===== config.mk =====
export PLATFORM = sky130hd
export DESIGN_NAME = axi_enhanced_tx_trn_arbiter
export DESIGN_NICKNAME = d
export VERILOG_FILES = /design/src/rtl/axi_enhanced_tx_trn_arbiter.sv
export SDC_FILE = /design/constraint.sdc
export NUM_CORES = 1
export LEC_CHECK = 0
export ABC_CLOCK_PERIOD_IN_PS = 4100
export BUFFER_PORTS_ARGS = -buffer_cell sky130_fd_sc_hd__buf_4
export CELL_PAD_IN_SITES_DETAIL_PLACEMENT = 1
export CELL_PAD_IN_SITES_GLOBAL_PLACEMENT = 2
export CORE_AREA = 3 3 210 212
export DETAILED_ROUTE_END_ITERATION = 8
export DIE_AREA = 0 0 213 215
export GPL_TIMING_DRIVEN = 0
export PLACE_DENSITY_LB_ADDON = 0.1
export REMOVE_ABC_BUFFERS = 1
export SETUP_SLACK_MARGIN = 0.5
export SYNTH_ARGS = -nofsm -noshare
export SYNTH_HDL_FRONTEND = slang
export SYNTH_SLANG_ARGS = --single-unit

===== constraint.sdc =====
create_clock -name com_iclk -period 4.1 [get_ports com_iclk]
set_input_delay 0.41 -clock com_iclk [delete_from_list [all_inputs] [get_ports com_iclk]]
set_output_delay 0.41 -clock com_iclk [all_outputs]
set_load 0.01 [all_outputs]

===== src/rtl/axi_enhanced_tx_trn_arbiter.sv =====
// Packet-granular round-robin arbiter that shares one TRN TX port between
// C_NUM_REQ TLP sources; the owner keeps the port from tsof through teof or dsc.
module axi_enhanced_tx_trn_arbiter #(
  parameter int C_DATA_WIDTH = 128,
  parameter int C_NUM_REQ    = 3,
  parameter int TCQ          = 1,
  parameter int REM_WIDTH    = (C_DATA_WIDTH == 128) ? 2 : 1,
  parameter int IDX_WIDTH    = 3
) (
  input  logic                              com_iclk,
  input  logic                              com_sysrst,
  input  logic [C_NUM_REQ*C_DATA_WIDTH-1:0] req_td,
  input  logic [C_NUM_REQ-1:0]              req_tsof,
  input  logic [C_NUM_REQ-1:0]              req_teof,
  input  logic [C_NUM_REQ-1:0]              req_tsrc_rdy,
  input  logic [C_NUM_REQ-1:0]              req_tsrc_dsc,
  input  logic [C_NUM_REQ*REM_WIDTH-1:0]    req_trem,
  output logic [C_NUM_REQ-1:0]              req_tdst_rdy,
  output logic [C_DATA_WIDTH-1:0]           trn_td,
  output logic                              trn_tsof,
  output logic                              trn_teof,
  output logic                              trn_tsrc_rdy,
  output logic                              trn_tsrc_dsc,
  output logic [REM_WIDTH-1:0]              trn_trem,
  input  logic                              trn_tdst_rdy,
  output logic [C_NUM_REQ-1:0]              arb_grant,
  output logic                              arb_proto_err
);

  localparam logic [0:0] ST_IDLE = 1'b0;
  localparam logic [0:0] ST_XFER = 1'b1;

  // TCQ is kept for interface compatibility; registers here carry no delay.
  if (C_NUM_REQ < 2 || C_NUM_REQ > 8 || (1 << IDX_WIDTH) < C_NUM_REQ || TCQ < 0) begin : g_param_check
    $error("axi_enhanced_tx_trn_arbiter: illegal parameter combination");
  end

  logic [0:0]              state;
  logic [C_NUM_REQ-1:0]    grant;
  logic [IDX_WIDTH-1:0]    idx;
  logic [IDX_WIDTH-1:0]    rr_ptr;
  logic                    first_beat;
  logic                    proto_err;

  logic [C_NUM_REQ-1:0]    req_vec;
  logic [C_NUM_REQ-1:0]    req_rot;
  logic [C_NUM_REQ-1:0]    pick_onehot;
  logic [IDX_WIDTH-1:0]    pick_idx;
  logic                    found;
  int                      cand;

  logic [C_DATA_WIDTH-1:0] own_td;
  logic                    own_tsof;
  logic                    own_teof;
  logic                    own_rdy;
  logic                    own_dsc;
  logic [REM_WIDTH-1:0]    own_trem;
  logic                    xfer_beat;
  logic                    pkt_end;

  assign req_vec = req_tsof & req_tsrc_rdy;

  // Search upward from the last owner + 1, wrapping, so every source gets a turn.
  always_comb begin
    found    = 1'b0;
    pick_idx = '0;
    cand     = 0;
    req_rot  = '0;
    for (int k = 1; k <= C_NUM_REQ; k++) begin
      cand    = (int'(rr_ptr) + k) % C_NUM_REQ;
      req_rot = req_vec >> cand;
      if (!found && req_rot[0]) begin
        found    = 1'b1;
        pick_idx = IDX_WIDTH'(cand);
      end
    end
  end

  assign pick_onehot = {{(C_NUM_REQ-1){1'b0}}, 1'b1} << pick_idx;

  always_comb begin
    own_td   = '0;
    own_tsof = 1'b0;
    own_teof = 1'b0;
    own_rdy  = 1'b0;
    own_dsc  = 1'b0;
    own_trem = '0;
    if (state == ST_XFER) begin
      for (int i = 0; i < C_NUM_REQ; i++) begin
        if (idx == IDX_WIDTH'(i)) begin
          own_td   = req_td[i*C_DATA_WIDTH +: C_DATA_WIDTH];
          own_tsof = req_tsof[i];
          own_teof = req_teof[i];
          own_rdy  = req_tsrc_rdy[i];
          own_dsc  = req_tsrc_dsc[i];
          own_trem = req_trem[i*REM_WIDTH +: REM_WIDTH];
        end
      end
    end
  end

  assign xfer_beat = own_rdy && trn_tdst_rdy;
  assign pkt_end   = own_dsc || (xfer_beat && own_teof);

  // Outputs derive from state, so an async reset clears them without a clock.
  assign trn_td        = own_td;
  assign trn_tsof      = own_tsof;
  assign trn_teof      = own_teof;
  assign trn_tsrc_rdy  = own_rdy;
  assign trn_tsrc_dsc  = own_dsc;
  assign trn_trem      = own_trem;
  assign req_tdst_rdy  = (state == ST_XFER) ? (grant & {C_NUM_REQ{trn_tdst_rdy}}) : '0;
  assign arb_grant     = grant;
  assign arb_proto_err = proto_err;

  always_ff @(posedge com_iclk or posedge com_sysrst) begin
    if (com_sysrst) begin
      state      <= ST_IDLE;
      grant      <= '0;
      idx        <= '0;
      rr_ptr     <= IDX_WIDTH'(C_NUM_REQ - 1);
      first_beat <= 1'b0;
      proto_err  <= 1'b0;
    end else begin
      proto_err <= xfer_beat && own_tsof && !first_beat;
      if (state == ST_IDLE) begin
        if (found) begin
          grant      <= pick_onehot;
          idx        <= pick_idx;
          first_beat <= 1'b1;
          state      <= ST_XFER;
        end
      end else begin
        if (xfer_beat) begin
          first_beat <= 1'b0;
        end
        if (pkt_end) begin
          rr_ptr <= idx;
          grant  <= '0;
          state  <= ST_IDLE;
        end
      end
    end
  end

endmodule


==> flow_metrics.env, run 1 <==
export IMPL_status="finished clean"
export IMPL_tritoncts="yes"
export IMPL_maxSlewViolCount=0
export IMPL_gr_usage_all_layers_pct=22.0
export IMPL_synth_lib_cells_used_distinct=72
export IMPL_ir_drop_mv=0.402
export IMPL_arrival_ns=4.16
export IMPL_hold_slack_ns=0.199
export IMPL_initial_core_util_pct=11.7
export IMPL_power_density_mw_per_mm2=699
export IMPL_hold_violations=0
export IMPL_path_delay_family="compound AO/OA/AOI/OAI gates"
export IMPL_worst_path_most_repeated_cell="sky130_fd_sc_hd__ha_4"
export IMPL_slew_limit_headroom_pct=39.0
export IMPL_cts_buffer_count=3
export IMPL_io_pin_count=546
export IMPL_synth_edf_count=0
export IMPL_global_route_wire_length_before_repair_mm=72.1
export IMPL_worst_skew_pair_late_latency_ns=0.24
export IMPL_period_minus_slack_ns=4.03
export IMPL_final_core_utilization_pct=24.9
export IMPL_finalWeightedCongestion=0.905
export IMPL_cts_path_max_buffers=2
export IMPL_die_h_um=215
export IMPL_setup_slack_ns=0.0656
export IMPL_synthesis_area_per_instance_sq_um=6.85
export IMPL_die_w_um=213
export IMPL_setup_tns_final_ns=0
export IMPL_synth_sequential_area_ratio_pct=6.12
export IMPL_grt_start_max_net_pins=80
export IMPL_place_hpwl_mm=44.0
export IMPL_cts_root_buffer_cell="sky130_fd_sc_hd__clkbuf_16"
export IMPL_core_rowCount=75
export IMPL_num_vias=8259
export IMPL_clock_sink_count=12
export IMPL_finalSetupViolations=0
export IMPL_synth_top_flop_cell="sky130_fd_sc_hd__dfrtp_1"
export IMPL_ctsHtreeMaxLevel=1
export IMPL_numPortBuffers=545
export IMPL_setup_worst_path_class="register to register"
export IMPL_grt_antenna_before_repair=7
export IMPL_drv_cap=0
export IMPL_first_global_vias=8684
export IMPL_synth_cell_area_sq_mm=0.00493
export IMPL_leakage_nw=4.73
export IMPL_final_net_count=1666
export IMPL_ordered_cell_list_for_the_critical_path="clkinvlp_4 > buf_6 > ha_4 > or3_4 > o211ai_4 > ha_4 > ha_4 > or3b_4 > a21oi_2 > o211ai_1 > a211oi_2 > o211ai_1 > buf_4 > a31o_4 > buf_4 > buf_6 > a21o_1"
export IMPL_drc=0
export IMPL_async_flop_share_pct=100
export IMPL_rsz0062_at_grt="yes"
export IMPL_worstPathMaxFanout=5
export IMPL_clkSlewWorstSetupHoldPaths_ns=0.04
export IMPL_globalRoute_totalOverflow=0
export IMPL_dpl_worst_slack_ns=-1.83
export IMPL_count_of_synthesis_stage_warnings_from_yosys=0
export IMPL_timing_worst_slew_pin_value_ns=0.905
export IMPL_min_path_type="input port to asynchronous set/reset pin"
export IMPL_ys_seq_elements=12
export IMPL_cp_end_kind="register"
export IMPL_drt_pass1_iter_count=4
export IMPL_crit_path_max_incr_delay_ns=0.59
export IMPL_drive_gt1_share_pct=54.4
export IMPL_crit_required_ns=4.23
export IMPL_drt_vias_per_instance=4.63
export IMPL_detail_route_antenna_nets=0
export IMPL_finalNonFillerCells=1785
export IMPL_min_period_over_period_pct=98.4
export IMPL_timing_critical_path_from_type="register"
export IMPL_cp_num_buf_inv=5
export IMPL_drt_iter0_drc=402
export IMPL_die_area_sq_mm=0.0458
export IMPL_area_growth_syn_to_layout_pct=113
export IMPL_wire_per_inst_um=30.4
export IMPL_skew_ns=0.00453
export IMPL_cp_slowest_cell="sky130_fd_sc_hd__dfstp_2"
export IMPL_finalWirelength_mm=54.3
export IMPL_syn_instance_count=719
export IMPL_fp_coreArea_sq_mm=0.0421
export IMPL_cell_total_after_placement=1735
export IMPL_max_freq_mhz=248
[synth_stat cells, drive strengths merged (2+ instances only)]
cell type	count	area share [%]
o22ai	2	0.25
nand3	11	1.2
o21ai	17	1.8
nor3	5	0.51
or2	5	0.63
dfrtp	11	5.6
a31o	3	0.71
o221ai	135	24
xor2	2	0.51
ha	22	5.6
a31oi	3	0.51
nor3b	3	0.56
a21oi	148	15
xnor2	7	1.5
and2	3	0.38
o21bai	2	0.30
nand3b	2	0.30
a21o	5	0.76
or3	2	0.25
nand4bb	2	0.46
o2111ai	5	0.89
a311oi	3	0.79
and4	2	0.41
nor2	12	0.91
nor2b	3	0.38
clkbuf	76	5.8
inv	22	1.7
a211oi	5	0.76
nand2b	137	17
buf	3	0.53
and3	5	0.63
o21a	2	0.30
mux2i	6	1.2
nand2	24	1.9
o211ai	5	0.96
[area by class of cell]
| type | count | area [sq um] |
|---|---|---|
| Antenna cell | 8 | 20.0 |
| Clock buffer | 4 | 78.8 |
| Fill cell | 5111 | 31600 |
| Inverter | 23 | 95.1 |
| Multi-Input combinational cell | 605 | 4580 |
| Sequential cell | 12 | 317 |
| Tap cell | 539 | 674 |
| Timing Repair Buffer | 594 | 4720 |
[power by group]
part | internal [W] | total [W] | switching (W)
logic | 0.00294 | 0.00687 | 0.00393
registers | 0.000165 | 0.000278 | 0.000113
clock network | 0.000131 | 0.000183 | 0.0000517
[cells in the final DEF, fill, tap and decap left out, drive strengths merged, types with 3 or more instances in the layout]
cell type / Yosys / routed
a31o: 3 / 3
a21oi: 148 / 148
ha: 22 / 22
xnor2: 7 / 7
buf: 3 / 591
diode: 0 / 8
and2: 3 / 3
nand2b: 137 / 137
clkbuf: 76 / 6
or2: 5 / 5
a31oi: 3 / 3
nor2: 12 / 12
and3: 5 / 5
o2111ai: 5 / 5
o221ai: 135 / 135
nand2: 24 / 24
inv: 22 / 21
nand3: 11 / 11
a211oi: 5 / 5
o211ai: 5 / 5
nor3b: 3 / 3
a21o: 5 / 5
nor3: 5 / 5
nor2b: 3 / 3
dfrtp: 11 / 11
a311oi: 3 / 3
mux2i: 6 / 6
o21ai: 17 / 17
[per-stage QoR]
stage	cell area, sq um	total power [W]
2_1_floorplan	4620	0.00315
3_3_place_gp	9380	0.00560
3_5_place_dp	9680	0.00645
4_1_cts	10400	0.00724
5_1_grt	10500	0.00785
6_report	10500	0.00733
[cell families (layout without fill, tap and decap cells)]
kind of cell / Yosys count / in the layout / synth area share (%)
simple gates: 220 / 220 / 26.6
buf+inv: 102 / 621 / 8.10
mux: 6 / 6 / 1.22
compound gates: 348 / 348 / 50.3
xor+xnor: 9 / 9 / 2.06
fa+ha+maj: 22 / 22 / 5.59
other cells: 0 / 8 / 0
flops: 12 / 12 / 6.12
[worst paths after layout]
path | from | to | slack (ns) | cells past startpoint
worst max-delay path | rr_ptr[1] | idx[0] | 0.07 | 17
worst min-delay path | com_sysrst | arb_proto_err | 0.20 | 2
worst max register to register | rr_ptr[1] | idx[0] | 0.07 | 17
worst min register to register | first_beat | arb_proto_err | 0.43 | 1
max in group asynchronous | com_sysrst | rr_ptr[2] | 3.51 | 2
min in group com_iclk | first_beat | arb_proto_err | 0.43 | 1
[sequential cells by signal, summed over array words and instances (netlist names)]
signal,flops
arb_grant,3
arb_proto_err,1
first_beat,1
idx,3
rr_ptr,3
state,1
[metal layers]
layer	vias to the layer above	track usage [%]	share of wire, %
met5	-	0	0.048
met4	4	3.86	2.0
met3	33	8.28	11
met2	338	36.4	46
met1	4031	27.6	41
li1	3853	-	-
[repair_timing]
action,4_1_cts,5_1_grt
gates resized for setup,66,7
endpoints found under the setup margin,30,29
hold buffers,0,0
pin swaps,22,14
gates cloned,1,2
setup buffers,33,2
(Power assumes the default switching activity.)
==> run 2: changes to the inputs <==
--- a/config.mk
+++ b/config.mk
@@ -6,16 +6,17 @@
 export NUM_CORES = 1
 export LEC_CHECK = 0
 export ABC_CLOCK_PERIOD_IN_PS = 4100
-export BUFFER_PORTS_ARGS = -buffer_cell sky130_fd_sc_hd__buf_4
 export CELL_PAD_IN_SITES_DETAIL_PLACEMENT = 1
 export CELL_PAD_IN_SITES_GLOBAL_PLACEMENT = 2
-export CORE_AREA = 3 3 210 212
+export CORE_AREA = 3 3 213 215
 export DETAILED_ROUTE_END_ITERATION = 8
-export DIE_AREA = 0 0 213 215
+export DIE_AREA = 0 0 216 218
+export DONT_BUFFER_PORTS = 1
 export GPL_TIMING_DRIVEN = 0
 export PLACE_DENSITY_LB_ADDON = 0.1
 export REMOVE_ABC_BUFFERS = 1
 export SETUP_SLACK_MARGIN = 0.5
+export SLEW_MARGIN = 10
 export SYNTH_ARGS = -nofsm -noshare
 export SYNTH_HDL_FRONTEND = slang
 export SYNTH_SLANG_ARGS = --single-unit
==> run 2 against run 1 <==
  * The run now ends with negative setup slack left
  * Sequential share of layout area is 1.9 points higher
  * Combinational power is 20% lower
  * Critical path depth is 2 higher
  * Critical path type unchanged
  * Largest cell class is now multi-input gates
  * Non-clock buffer count is 550 lower
  * Final cell count is 28% lower
  * Sequential power is 7% higher
==> flow_metrics.env, run 2 (synthesized netlist as in run 1, its figures left out) <==
export IMPL_timing_worst_slew_pin_value_ns=0.882
export IMPL_sequential_cell_area_sq_um=317
export IMPL_numPortBuffers=0
export IMPL_hold_violations=0
export IMPL_die_area_sq_mm=0.0471
export IMPL_slew_limit_headroom_pct=40.5
export IMPL_grt_antenna_before_repair=0
export IMPL_drc=0
export IMPL_die_h_um=218
export IMPL_crit_path_max_incr_delay_ns=0.60
export IMPL_post_cts_hold_buffer_count=0
export IMPL_most_common_cell_after_layout_fill_and_taps_aside="sky130_fd_sc_hd__nand2b_1"
export IMPL_layout_common_cells="sky130_fd_sc_hd__nand2b_1 (137), sky130_fd_sc_hd__o221ai_1 (134), sky130_fd_sc_hd__a21oi_1 (112), sky130_fd_sc_hd__a21oi_2 (33), sky130_fd_sc_hd__buf_4 (32)"
export IMPL_worst_path_most_repeated_cell="sky130_fd_sc_hd__ha_4"
export IMPL_critical_path_reg2reg_startpoint="rr_ptr[1]"
export IMPL_finalWeightedCongestion=0.914
export IMPL_fillCellCount=5271
export IMPL_wire_per_inst_um=35.9
export IMPL_setup_worst_path_class="register to register"
export IMPL_finalNonFillerCells=1282
export IMPL_crit_required_ns=4.27
export IMPL_worst_skew_pair_late_latency_ns=0.24
export IMPL_finalWirelength_mm=46.1
export IMPL_cts_root_buffer_cell="sky130_fd_sc_hd__clkbuf_16"
export IMPL_status="complete, but fails checks"
export IMPL_dpl_cell_area_sq_mm=0.00558
export IMPL_drive_gt1_share_pct=21.2
export IMPL_rsz0062_at_grt="yes"
export IMPL_cell_total_after_placement=1240
export IMPL_cts_path_max_buffers=2
export IMPL_final_net_count=1118
export IMPL_power_density_mw_per_mm2=938
export IMPL_finalSetupViolations=4
export IMPL_setup_slack_ns=-0.0547
export IMPL_initial_core_util_pct=11.2
export IMPL_arrival_ns=4.32
export IMPL_clock_sink_count=12
export IMPL_multi_input_comb_area_sq_mm=0.00469
export IMPL_ctsHtreeMaxLevel=1
export IMPL_first_global_vias=6538
export IMPL_clkSlewWorstSetupHoldPaths_ns=0.05
export IMPL_gr_usage_all_layers_pct=17.7
export IMPL_timing_critical_path_from_type="register"
export IMPL_period_minus_slack_ns=4.15
export IMPL_cp_end_kind="register"
export IMPL_insertedDiodeCount=0
export IMPL_grt_start_max_net_pins=98
export IMPL_globalRoute_totalOverflow=0
export IMPL_cp_slowest_cell="sky130_fd_sc_hd__dfstp_2"
export IMPL_ir_drop_mv=0.297
export IMPL_place_hpwl_mm=39.0
export IMPL_cts_buffer_count=3
export IMPL_area_growth_syn_to_layout_pct=29.9
export IMPL_dpl_worst_slack_ns=-2.30
export IMPL_die_w_um=216
export IMPL_io_pin_count=546
export IMPL_maxSlewViolCount=0
export IMPL_ordered_cell_list_for_the_critical_path="clkinvlp_4 > ha_4 > xnor2_4 > nand2_2 > inv_2 > ha_4 > ha_4 > a21o_1 > nor3_2 > or2_4 > ha_4 > nor3b_4 > o211ai_2 > a21boi_4 > mux2i_1 > o221ai_2 > a31o_4 > a311oi_4 > o21bai_1"
export IMPL_core_rowCount=77
export IMPL_finalInstanceArea_sq_mm=0.00640
export IMPL_final_core_utilization_pct=14.6
export IMPL_fp_coreArea_sq_mm=0.0439
export IMPL_max_freq_mhz=241
export IMPL_setup_tns_final_ns=-0.123
export IMPL_drt_iter0_drc=371
export IMPL_skew_ns=0.00670
export IMPL_critPathLaunch="rr_ptr[1]"
export IMPL_drv_cap=0
export IMPL_global_route_wire_length_before_repair_mm=58.2
export IMPL_min_path_type="input port to asynchronous set/reset pin"
export IMPL_worstPathMaxFanout=5
export IMPL_leakage_nw=2.01
export IMPL_tritoncts="yes"
export IMPL_failing_checks="negative setup slack"
export IMPL_detail_route_antenna_nets=0
export IMPL_min_period_over_period_pct=101
export IMPL_num_vias=6298
export IMPL_drt_vias_per_instance=4.91
export IMPL_drt_pass1_iter_count=5
-- run 2: worst paths after layout --
| kind | to | slack, ns | cells past startpoint |
|---|---|---|---|
| max | arb_grant[1] | -0.05 | 19 |
| min | arb_grant[1] | 0.06 | 1 |
| max reg2reg | arb_grant[1] | -0.05 | 19 |
| min reg2reg | arb_proto_err | 0.44 | 1 |
| max in group asynchronous | rr_ptr[0] | 3.68 | 1 |
| min in group com_iclk | arb_proto_err | 0.39 | 2 |
-- run 2: what timing repair did --
| action | in CTS | in global routing |
|---|---|---|
| pin swaps | 26 | 15 |
| endpoints found under the setup margin | 29 | 62 |
| buffers inserted | 29 | 7 |
| gates cloned | 1 | 1 |
| resized for setup | 70 | 26 |
| hold endpoints to repair | 0 | 0 |
-- run 2: final cells by class --
cell class	instances	share of cell area (%)
Multi-Input combinational cell	607	73.2
Tap cell	592	11.6
Timing Repair Buffer	44	7.55
Sequential cell	12	4.95
Inverter	23	1.49
Clock buffer	4	1.23
-- run 2: layer usage --
layer	up-vias	global-route usage [%]	routed length [um]
met5	-	0	0
met2	344	27.0	20000
met3	27	10.4	6210
met4	0	2.82	835
met1	3183	21.9	19100
li1	2744	-	-
-- run 2: critical path, delay by kind of cell, from the launching register on --
kind,cells,cell delay (ns)
AOI/OAI and AO/OA,7,1.39
adders and majority gates,4,0.72
and+or+nand+nor,4,0.62
DFF,1,0.60
buffers and inverters,2,0.29
muxes,1,0.26
xor gates and xnor gates,1,0.19
-- run 2: report_power, final --
group / leakage (nW) / switching (W) / internal [W]
Combinational: 1.83 / 0.00374 / 0.00178
Sequential: 0.147 / 0.000132 / 0.000165
Clock: 0.0382 / 0.0000502 / 0.000131
Total: 2.01 / 0.00392 / 0.00208
-- run 2: stage by stage --
| step | total power, W | hold slack, ns |
|---|---|---|
| 3_3_place_gp | 0.00532 | 0.342 |
| 2_1_floorplan | 0.00315 | 0.274 |
| 5_1_grt | 0.00651 | 0.122 |
| 3_5_place_dp | 0.00516 | 0.350 |
| 6_report | 0.00600 | 0.0636 |
| 4_1_cts | 0.00591 | 0.0938 |
